--- src/rtl/dpd_stream_to_bin.sv ---
// dpd_stream_to_bin: DPD declet stream to binary, MSD first.
// Option: define DPD_NONCANON_CHECK_EN to flag redundant declets.
module dpd_stream_to_bin #(
  parameter int MAX_DECLETS = 3
) (
  input  logic                       clk,
  input  logic                       rst_n,
  input  logic                       in_valid,
  output logic                       in_ready,
  input  logic [9:0]                 in_declet,
  input  logic                       in_last,
  output logic                       out_valid,
  input  logic                       out_ready,
  output logic [10*MAX_DECLETS-1:0]  out_bin,
  output logic                       out_ovf,
  output logic                       out_ncan
);

  localparam int W  = 10 * MAX_DECLETS;
  localparam int CW = $clog2(MAX_DECLETS + 2);

  typedef enum logic [1:0] {
    IDLE  = 2'd0,
    ACCUM = 2'd1,
    DONE  = 2'd2
  } state_t;

  state_t        state_q, state_d;
  logic [W-1:0]  acc_q, acc_d;
  logic [CW-1:0] cnt_q, cnt_d;
  logic          ovf_q, ovf_d;
  logic [3:0]    d2, d1, d0;
  logic [9:0]    val;
  logic          accept, hshk, full;

  assign accept = in_valid & in_ready;
  assign hshk   = out_valid & out_ready;
  assign full   = (cnt_q >= CW'(MAX_DECLETS));

  // Unpack one declet into three BCD digits.
  always_comb begin
    d2 = {1'b0, in_declet[9:7]};
    d1 = {1'b0, in_declet[6:4]};
    d0 = {1'b0, in_declet[2:0]};
    if (in_declet[3]) begin
      unique case (in_declet[2:1])
        2'b00: d0 = {3'b100, in_declet[0]};
        2'b01: begin
          d1 = {3'b100, in_declet[4]};
          d0 = {1'b0, in_declet[6:5], in_declet[0]};
        end
        2'b10: begin
          d2 = {3'b100, in_declet[7]};
          d0 = {1'b0, in_declet[9:8], in_declet[0]};
        end
        default: begin
          unique case (in_declet[6:5])
            2'b00: begin
              d2 = {3'b100, in_declet[7]};
              d1 = {3'b100, in_declet[4]};
              d0 = {1'b0, in_declet[9:8], in_declet[0]};
            end
            2'b01: begin
              d2 = {3'b100, in_declet[7]};
              d1 = {1'b0, in_declet[9:8], in_declet[4]};
              d0 = {3'b100, in_declet[0]};
            end
            2'b10: begin
              d1 = {3'b100, in_declet[4]};
              d0 = {3'b100, in_declet[0]};
            end
            default: begin
              d2 = {3'b100, in_declet[7]};
              d1 = {3'b100, in_declet[4]};
              d0 = {3'b100, in_declet[0]};
            end
          endcase
        end
      endcase
    end
  end

  assign val = 10'(d2) * 10'd100 + 10'(d1) * 10'd10 + 10'(d0);

  // Accumulator, declet count and overflow next-state.
  always_comb begin
    acc_d = acc_q;
    cnt_d = cnt_q;
    ovf_d = ovf_q;
    if (hshk) begin
      acc_d = '0;
      cnt_d = '0;
      ovf_d = 1'b0;
    end else if (accept) begin
      if (cnt_q != CW'(MAX_DECLETS + 1))
        cnt_d = cnt_q + CW'(1);
      if (full)
        ovf_d = 1'b1;
      else
        acc_d = acc_q * W'(1000) + W'(val);
    end
  end

  // Datapath registers.
  always_ff @(posedge clk or negedge rst_n) begin
    if (!rst_n) begin
      acc_q <= '0;
      cnt_q <= '0;
      ovf_q <= 1'b0;
    end else begin
      acc_q <= acc_d;
      cnt_q <= cnt_d;
      ovf_q <= ovf_d;
    end
  end

`ifdef DPD_NONCANON_CHECK_EN
  logic ncan_q, ncan_d, redundant;

  assign redundant = (in_declet[3:1] == 3'b111) &
                     (in_declet[6:5] == 2'b11) &
                     (in_declet[9:8] != 2'b00);

  // Sticky flag for redundant declets.
  always_comb begin
    ncan_d = ncan_q;
    if (hshk)
      ncan_d = 1'b0;
    else if (accept && redundant)
      ncan_d = 1'b1;
  end

  // Non-canonical flag register.
  always_ff @(posedge clk or negedge rst_n) begin
    if (!rst_n) ncan_q <= 1'b0;
    else        ncan_q <= ncan_d;
  end
`endif

  // FSM state register.
  always_ff @(posedge clk or negedge rst_n) begin
    if (!rst_n) state_q <= IDLE;
    else        state_q <= state_d;
  end

  // FSM next-state logic.
  always_comb begin
    state_d = state_q;
    unique case (state_q)
      IDLE, ACCUM: begin
        if (accept) state_d = in_last ? DONE : ACCUM;
      end
      DONE: begin
        if (out_ready) state_d = IDLE;
      end
      default: state_d = IDLE;
    endcase
  end

  // FSM outputs; result fields are zero outside DONE.
  always_comb begin
    in_ready  = (state_q != DONE);
    out_valid = (state_q == DONE);
    out_bin   = '0;
    out_ovf   = 1'b0;
    out_ncan  = 1'b0;
    if (state_q == DONE) begin
      out_bin = ovf_q ? '1 : acc_q;
      out_ovf = ovf_q;
`ifdef DPD_NONCANON_CHECK_EN
      out_ncan = ncan_q;
`endif
    end
  end

endmodule

--- config.mk ---
export PLATFORM = sky130hd
export DESIGN_NAME = dpd_stream_to_bin
export DESIGN_NICKNAME = d
export VERILOG_FILES = /design/src/rtl/dpd_stream_to_bin.sv
export SDC_FILE = /design/constraint.sdc
export NUM_CORES = 1
export LEC_CHECK = 0
export ABC_CLOCK_PERIOD_IN_PS = 10600
export CORE_AREA = 4 4 119 121
export DETAILED_ROUTE_END_ITERATION = 10
export DIE_AREA = 0 0 123 125
export GPL_ROUTABILITY_DRIVEN = 0
export PLACE_DENSITY = 0.79
export SKIP_CTS_REPAIR_TIMING = 1
export SLEW_MARGIN = 10
export SYNTH_ARGS = -nofsm -noshare
export SYNTH_HDL_FRONTEND = slang
export SYNTH_SLANG_ARGS = --single-unit
--- constraint.sdc ---
create_clock -name clk -period 10.6 [get_ports clk]
set_input_delay 1.06 -clock clk [delete_from_list [all_inputs] [get_ports clk]]
set_output_delay 1.06 -clock clk [all_outputs]
set_load 0.05 [all_outputs]
# Word-level counts from Yosys, hierarchy flattened
# Index checks and enable logic that the tools add are counted.
word_totals:
  regBits: 36
  output_inout_bits: 34
  wordCells: 63
op_classes:
  add_sub_neg: 4
  n_mul: 3
  magnitude_cmp: 1
  eq_ne: 11
  muxes: 25
  n_bitwise: 2
  n_reduce_logical: 13
ops:
  columns: ["operator", "n"]
  rows:
  - ["30-bit two-way mux", 5]
  - ["30-bit by 10-bit adder with 30-bit output", 1]
  - ["30-bit by 7-bit multiplier with 27-bit output, second input constant", 1]
  - ["4-bit two-way mux", 6]
  - ["4-bit case mux with 2 select lines", 2]
  - ["4-bit case mux with 3 select lines", 1]
  - ["10-bit by 4-bit adder with 10-bit output", 1]
  - ["10-bit by 8-bit adder with 10-bit output", 1]
  - ["3-bit two-way mux", 3]
  - ["4-bit by 5-bit multiplier with 8-bit output, second input constant", 1]
  - ["2-bit AND reduction", 4]
  - ["4-bit by 3-bit multiplier with 7-bit output, second input constant", 1]
  - ["2-bit by 1-bit == test with 1-bit output, second input constant", 3]
  - ["2-bit == test, second input constant", 3]
  - ["2-bit logical NOT", 3]
  - ["2-bit two-way mux", 3]
  - ["2-bit != test, second input constant", 3]
  - ["2-bit nonzero test", 3]
  - ["2-bit OR reduction", 3]
  - ["1-bit two-way mux", 4]
  - ["2-bit case mux with 2 select lines", 1]
  - ["3-bit by 1-bit adder with 3-bit output, second input constant", 1]
  - ["3-bit by 2-bit >= comparator with 1-bit output, second input constant", 1]
  - ["3-bit != test, second input constant", 1]
  - ["other kinds (2)", 3]

# Depth between registers and ports, before layout
# Gate-level depths: netlist of the first run.
depth:
  depth_word: 11
  mapped_depth: 25
  mapped_depth_nobuf: 24

# Worst setup path before layout of the first run
# OpenSTA, ideal clock, no wires.
synth_timing:
  path_type: "input to register"
  startpoint: "input in_declet[2]"
  endpoint: "register acc_q[29]"
  setup_ns: 0.131
  arrival_time_ns: 5.603
  required_time_ns: 10.469
  slack_ns: 4.867
  stages: 23
  n_path_buf: 1
  path_cell_list: "clkbuf_1 > a31oi_1 > a21oi_1 > ha_1 > ha_1 > fa_1 > ha_1 > ha_1 > inv_1 > o21bai_1 > a21oi_1 > o21bai_1 > a21oi_1 > xnor2_1 > ha_1 > a21oi_1 > a21boi_0 > a31oi_1 > nor3b_2 > nand4_2 > nor4b_4 > a311o_1 > o211ai_1"
synth_between:
  elab_chain_cells: 11
  word_cells_on_any_way: 19
synth_rtl:
  columns: ["item", "line_no", "rtl"]
  rows:
  - ["from (decl)", "10", "input logic [9:0] in_declet,"]
  - ["2-bit by 1-bit == test with 1-bit output (tied with other cells)", "46", "unique case (in_declet[2:1])"]
  - ["2-bit OR reduction (no line)", null, null]
  - ["4-bit case mux with 2 select lines", "46", null]
  - ["4-bit two-way mux", "45", "if (in_declet[3]) begin"]
  - ["4-bit by 5-bit multiplier with 8-bit output / 4-bit by 3-bit multiplier with 7-bit output (equally long branches)", "83", "assign val = 10'(d2) * 10'd100 + 10'(d1) * 10'd10 + 10'(d0);"]
  - ["10-bit by 8-bit adder with 10-bit output", "83", null]
  - ["10-bit by 4-bit adder with 10-bit output (*)", "83", null]
  - ["30-bit by 10-bit adder with 30-bit output (*)", "100", "acc_d = acc_q * W'(1000) + W'(val);"]
  - ["30-bit two-way mux (*)", "97", "if (full)"]
  - ["30-bit two-way mux (*)", "94", "end else if (accept) begin"]
  - ["30-bit two-way mux (*)", "90", "if (hshk) begin"]
  - ["to (signal assigned)", "107", "acc_q <= '0;"]
  - ["to (signal assigned)", "111", "acc_q <= acc_d;"]
  - ["to (decl)", "29", "logic [W-1:0] acc_q, acc_d;"]
# Mark *: on every way between the ends. The rest lies on a longest branch, timed or not. The select of a mux whose other input is x is not followed.
# A chain may end at the register's enable or synchronous reset.

# Worst setup path after layout of the first run
layout_timing:
  startpoint: "input in_declet[1]"
  endpoint: "register acc_q[29]"
# Same word-level chain as after synthesis.

==> results.py, run 1 <==
metrics = {
    "synth": {
        "yosysSeqAreaShare": 0.126,
        "netlist_area_um2": 7130,
        "syn_area_per_cell_um2": 8.47,
        "synth.most_common_cell": "inv_1",
        "yosys-top-cells-area": "fa_1, ha_1, dfrtp_1, inv_1, nor2_1",
        "yosys-top-cells-count": "inv_1, fa_1, nor2_1",
        "yosysUniqueCellTypes": 68,
        "syn-instance-count": 841,
        "async_flop_share": 1.00,
        "synth_top_cell_by_area": "fa_1",
        "synth-seq-cells": 36,
        "synth_top_area_frac": 0.250,
        "synth.net_count": 1030,
        "synth-main-ff-cell": "dfrtp_1",
        "yosysWarnings": 0,
        "synth_edf_count": 0,
    },
    "detailed_routing": {
        "drt_wl_total_um": 15700,
        "via_count": 5754,
        "vias_per_cell": 5.49,
        "wire_per_inst_um": 15.0,
        "drc": 0,
        "drtAntennaViolNets": 0,
        "firstDrtPassIters": 6,
        "drt_first_iter_violations": 311,
    },
    "sta": {
        "hold_violations": 0,
        "fin_crit_ps": 6560,
        "slew_violations": 0,
        "tightest_slew_ps": 1140,
        "fin_crit_sh": 0.618,
        "finClkSkew_ps": 6.36,
        "setup_viol_count_final": 0,
        "relSlewSlack": 0.239,
        "rsz0062_at_grt": "no",
        "finalSetupTns_ps": 0,
        "max_freq_mhz": 153,
    },
    "critical_path": {
        "path_max_fanout": 8,
        "startpoint_type": "primary input",
        "criticalPathCategory": "primary input to flop",
        "cp.required_ps": 10750,
        "crit_arrival_ps": 6700,
        "cp-end-kind": "flop",
    },
    "global_routing": {
        "grt_util_met1": 0.320,
        "grt_pass1_vias": 5683,
        "grtUsageTotal": 0.215,
        "grt.busiest_layer": "met2",
        "grt_pass1_wl_um": 27100,
        "grt_max_degree": 57,
        "antenna_found_initial": 0,
        "grtUsageMet2": 0.346,
        "gr-total-overflow": 0,
        "use_met3": 0.0262,
    },
    "clock_network": {
        "cts_made_buffers": 5,
        "clock_latency_ps": 280,
        "root_buffer": "clkbuf_16",
        "cts_max_level": 2,
        "cts_buffer_depth": 2,
        "cts.clk_slew.worst_paths_ps": 60,
        "clock-sinks": 36,
        "cts_tree": "yes",
    },
    "placement": {
        "place.detailed.hpwl_um": 13000,
        "place_area_um2": 7710,
        "portBuffers": 47,
    },
    "cells_and_area": {
        "syn2layout_area_growth_pct": 10.6,
        "fin_nets": 1060,
        "regArea_um2": 901,
        "drive_gt1_frac": 0.0310,
        "diodes": 0,
        "n_fill_cell": 1145,
        "multi_input_area_um2": 5520,
        "fin_area_um2": 7880,
    },
    "outcome": {
        "outcome": "finished, final reports clean",
    },
    "floorplanning": {
        "die_w_um": 123,
        "die_h_um": 125,
        "dieArea_um2": 15400,
        "num_rows": 42,
        "io_pins": 49,
        "core_um2": 13100,
        "initial_core_util": 0.545,
    },
    "flow_run": {
        "drv_cap": 0,
    },
    "hold_path": {
        "hp-class": "flop to flop",
    },
}
==> critical path: stages <==
cell,delay [ps]
clkdlybuf4s50_1,600
nand2_1,130
a31oi_1,340
a21oi_1,170
ha_1,310
inv_1,40
fa_1,480
inv_1,70
ha_1,290
a21o_1,150
a21oi_1,230
o21bai_1,100
a21oi_1,240
o21bai_1,90
a21oi_1,170
xnor2_1,90
ha_1,380
a21oi_1,130
a21boi_0,150
a31oi_1,300
nor3b_2,330
nand4_2,210
nor4b_4,360
a311o_1,200
o211ai_1,90
==> registers in the layout, summed over array words and instances (netlist names) <==
signal,flops
acc_q,30
cnt_q,3
state_q,2
ovf_q,1
==> routing by layer <==
| metal | vias to the layer above | share of wire | wire, µm |
|---|---|---|---|
| met2 | 160 | 0.46 | 7270 |
| met4 | 0 | 0.012 | 193 |
| met1 | 2776 | 0.48 | 7470 |
| met3 | 18 | 0.049 | 762 |
| li1 | 2800 | - | - |
| met5 | - | 0 | 0 |
==> placed cells by master (no fill, tap or decap), drive strengths merged, types with 5 or more instances in the layout <==
master and instances:
nand2b 7, a21boi 6, nand4 6, o21a 5, o211ai 6, o21ai 51
and2 7, fa 89, clkbuf 5, o21bai 5, xnor2 37, and3 5
nor2b 9, inv 160, ha 85, clkdlybuf4s50 46, nor3 8, a21o 10
a21oi 33, nand2 49, nor2 87, dfrtp 36, xor2 18, a31oi 5
nand3 41
==> through the flow <==
stage	cells	utilization	setup slack [ps]	hold slack [ps]
floorplan	841	-	4870	425
global placement	1040	0.589	3960	447
detailed placement	1040	0.589	3830	455
CTS	1048	0.602	4100	456
global route	1048	0.602	3600	489
finish	1048	0.602	4040	458
==> path summary, 6_finish.rpt <==
| check | startpoint | slack (ps) | depth (start not counted) | to |
|---|---|---|---|---|
| max | in_declet[1] | 4040 | 25 | acc_q[29] |
| min | state_q[1] | 460 | 1 | state_q[0] |
| max reg2reg | acc_q[12] | 4890 | 16 | acc_q[29] |
| min reg2reg | state_q[1] | 460 | 1 | state_q[0] |
| max in group asynchronous | rst_n | 9170 | 1 | acc_q[1] |
| min in group asynchronous | rst_n | 890 | 1 | acc_q[26] |
==> area by class of cell <==
class                      instances  share of cell area
clock buffer                       5              0.0159
clock inverter                     3             0.00540
inverter                         160              0.0762
multi-input combinational        620               0.700
sequential                        36               0.114
tap                              176              0.0279
timing repair buffer              48              0.0600
==> logic make-up after synthesis <==
| group | after synthesis | synth area share |
|---|---|---|
| XOR/XNOR | 55 | 0.0676 |
| other | 1 | 0.000526 |
| buffers and inverters | 185 | 0.0994 |
| adder cells (fa/ha/maj) | 174 | 0.399 |
| flip-flops | 36 | 0.126 |
| multiplexers | 5 | 0.00737 |
| AO/OA/AOI/OAI | 150 | 0.140 |
| AND/OR/NAND/NOR | 235 | 0.159 |
Power of run 1 is not shown: default switching activity piles up to over one toggle a cycle in this logic, so the estimate is an artifact.
==> run 2: changes to the inputs <==
- ABC_CLOCK_PERIOD_IN_PS: 10600 -> 6550
- clock period: 10.6 -> 6.55 ns (I/O delays scaled with it)
==> run 2 against run 1 <==
Sequential share of layout area barely moved. Non-clock buffer count stayed put. Cell count is the same. Via count is 1.1% lower. Clock-buffer cell count did not move. Global-route usage fell by 0.065 points. Wire length down 1.0%. Die area is the same. Sequential cell count unchanged. Register-to-register slack worse by 4100 ps. Final area barely moved. Utilization is essentially flat.
==> results.py, run 2 (synthesis gave the netlist of run 1 again) <==
metrics = {
    "sta": {
        "rsz0062_at_grt": "no",
        "hold_violations": 0,
        "holdWs_ps": 455,
        "relSlewSlack": 0.257,
        "fin_crit_sh": 0.912,
        "slew_violations": 0,
        "setup_viol_count_final": 0,
        "finalSetupTns_ps": 0,
        "max_freq_mhz": 167,
        "tightest_slew_ps": 1110,
        "finClkSkew_ps": 9.12,
        "fin_crit_ps": 5980,
    },
    "detailed_routing": {
        "via_count": 5693,
        "drc": 0,
        "vias_per_cell": 5.43,
        "wire_per_inst_um": 14.8,
        "drt_wl_total_um": 15500,
        "firstDrtPassIters": 9,
        "drt_first_iter_violations": 300,
        "drtAntennaViolNets": 0,
    },
    "clock_network": {
        "cts_buffer_depth": 2,
        "cts_tree": "yes",
        "clock_latency_ps": 280,
        "cts_made_buffers": 5,
        "root_buffer": "clkbuf_16",
        "cts_max_level": 2,
        "clock-sinks": 36,
        "cts.clk_slew.worst_paths_ps": 60,
    },
    "hold_path": {
        "holdCritStartpoint": "state_q[1]",
        "min_to": "state_q[0]",
        "hold_path_depth": 1,
        "hp-class": "flop to flop",
    },
    "floorplanning": {
        "num_rows": 42,
        "dieArea_um2": 15400,
        "core_um2": 13100,
        "initial_core_util": 0.545,
        "die_h_um": 125,
        "die_w_um": 123,
        "io_pins": 49,
    },
    "global_routing": {
        "grt_max_degree": 57,
        "gr-total-overflow": 0,
        "grt_pass1_vias": 5657,
        "antenna_found_initial": 0,
        "grtUsageTotal": 0.214,
        "grt_pass1_wl_um": 27100,
    },
    "cells_and_area": {
        "reg.largest.list": "acc_q: 30 flops, cnt_q: 3 flops, state_q: 2 flops",
        "syn2layout_area_growth_pct": 10.7,
        "drive_gt1_frac": 0.0321,
        "fin_nets": 1060,
        "final_cell_mix": "inv_1, fa_1, nor2_1",
        "layout_commonest_cell": "inv_1",
        "regMostFlops": "acc_q",
        "largest_reg_flops": 30,
        "final_util": 0.603,
        "diodes": 0,
    },
    "critical_path": {
        "crit_slowest_cell": "clkdlybuf4s50_1",
        "critPathMaxStageDelay_ps": 590,
        "path_max_fanout": 8,
        "startpoint_type": "primary input",
        "cpLargestDelayFamily": "compound AO/OA/AOI/OAI gates",
        "cp.required_ps": 6700,
        "cpMostUsedCell": "a21oi_1",
        "criticalPathCategory": "primary input to flop",
        "reg2reg_from": "acc_q[11]",
        "cp-end-kind": "flop",
        "reg2regPathDepth": 16,
        "r2r_slack_ps": 840,
        "worstReg2RegEnd": "acc_q[29]",
        "cp_num_buf_inv": 3,
        "crit_arrival_ps": 6130,
    },
    "outcome": {
        "outcome": "finished, final reports clean",
    },
    "placement": {
        "place.detailed.hpwl_um": 13000,
        "portBuffers": 47,
    },
    "flow_run": {
        "drv_cap": 0,
    },
}
==> run 2: through the flow <==
stage	area, µm²	setup slack, ps	instances
after floorplan	7130	1220	841
after global placement	7710	318	1040
after detailed placement	7710	220	1040
after CTS	7880	486	1048
after global routing	7890	61.0	1048
final	7890	575	1048
==> run 2: per-layer routing <==
layer	GRT usage	routed length [µm]
met2	0.348	7360
met4	0.0254	117
met5	0	0
met3	0.0181	612
met1	0.323	7450
==> run 2: worst max-delay path by stage <==
stage                     slack (ps)  cells after the start    startpoint   endpoint
after global routing              60                     25  in_declet[1]  acc_q[29]
after CTS                        490                     25  in_declet[1]  acc_q[29]
after global placement           320                     25  in_declet[1]  acc_q[29]
after floorplan                 1220                     23  in_declet[2]  acc_q[29]
after detailed placement         220                     25  in_declet[3]  acc_q[29]
final                            570                     25  in_declet[1]  acc_q[29]
==> run 2: area by class of cell <==
| class | count | area, µm² |
|---|---|---|
| multi-input cells | 620 | 5520 |
| inverters | 160 | 601 |
| well taps | 176 | 220 |
| clock inverters | 3 | 42.5 |
| clock buffers | 5 | 125 |
| flip-flops and latches | 36 | 901 |
| repair buffers | 48 | 473 |
| fillers | 1162 | 5200 |
Power of run 2 is left out for the same reason.
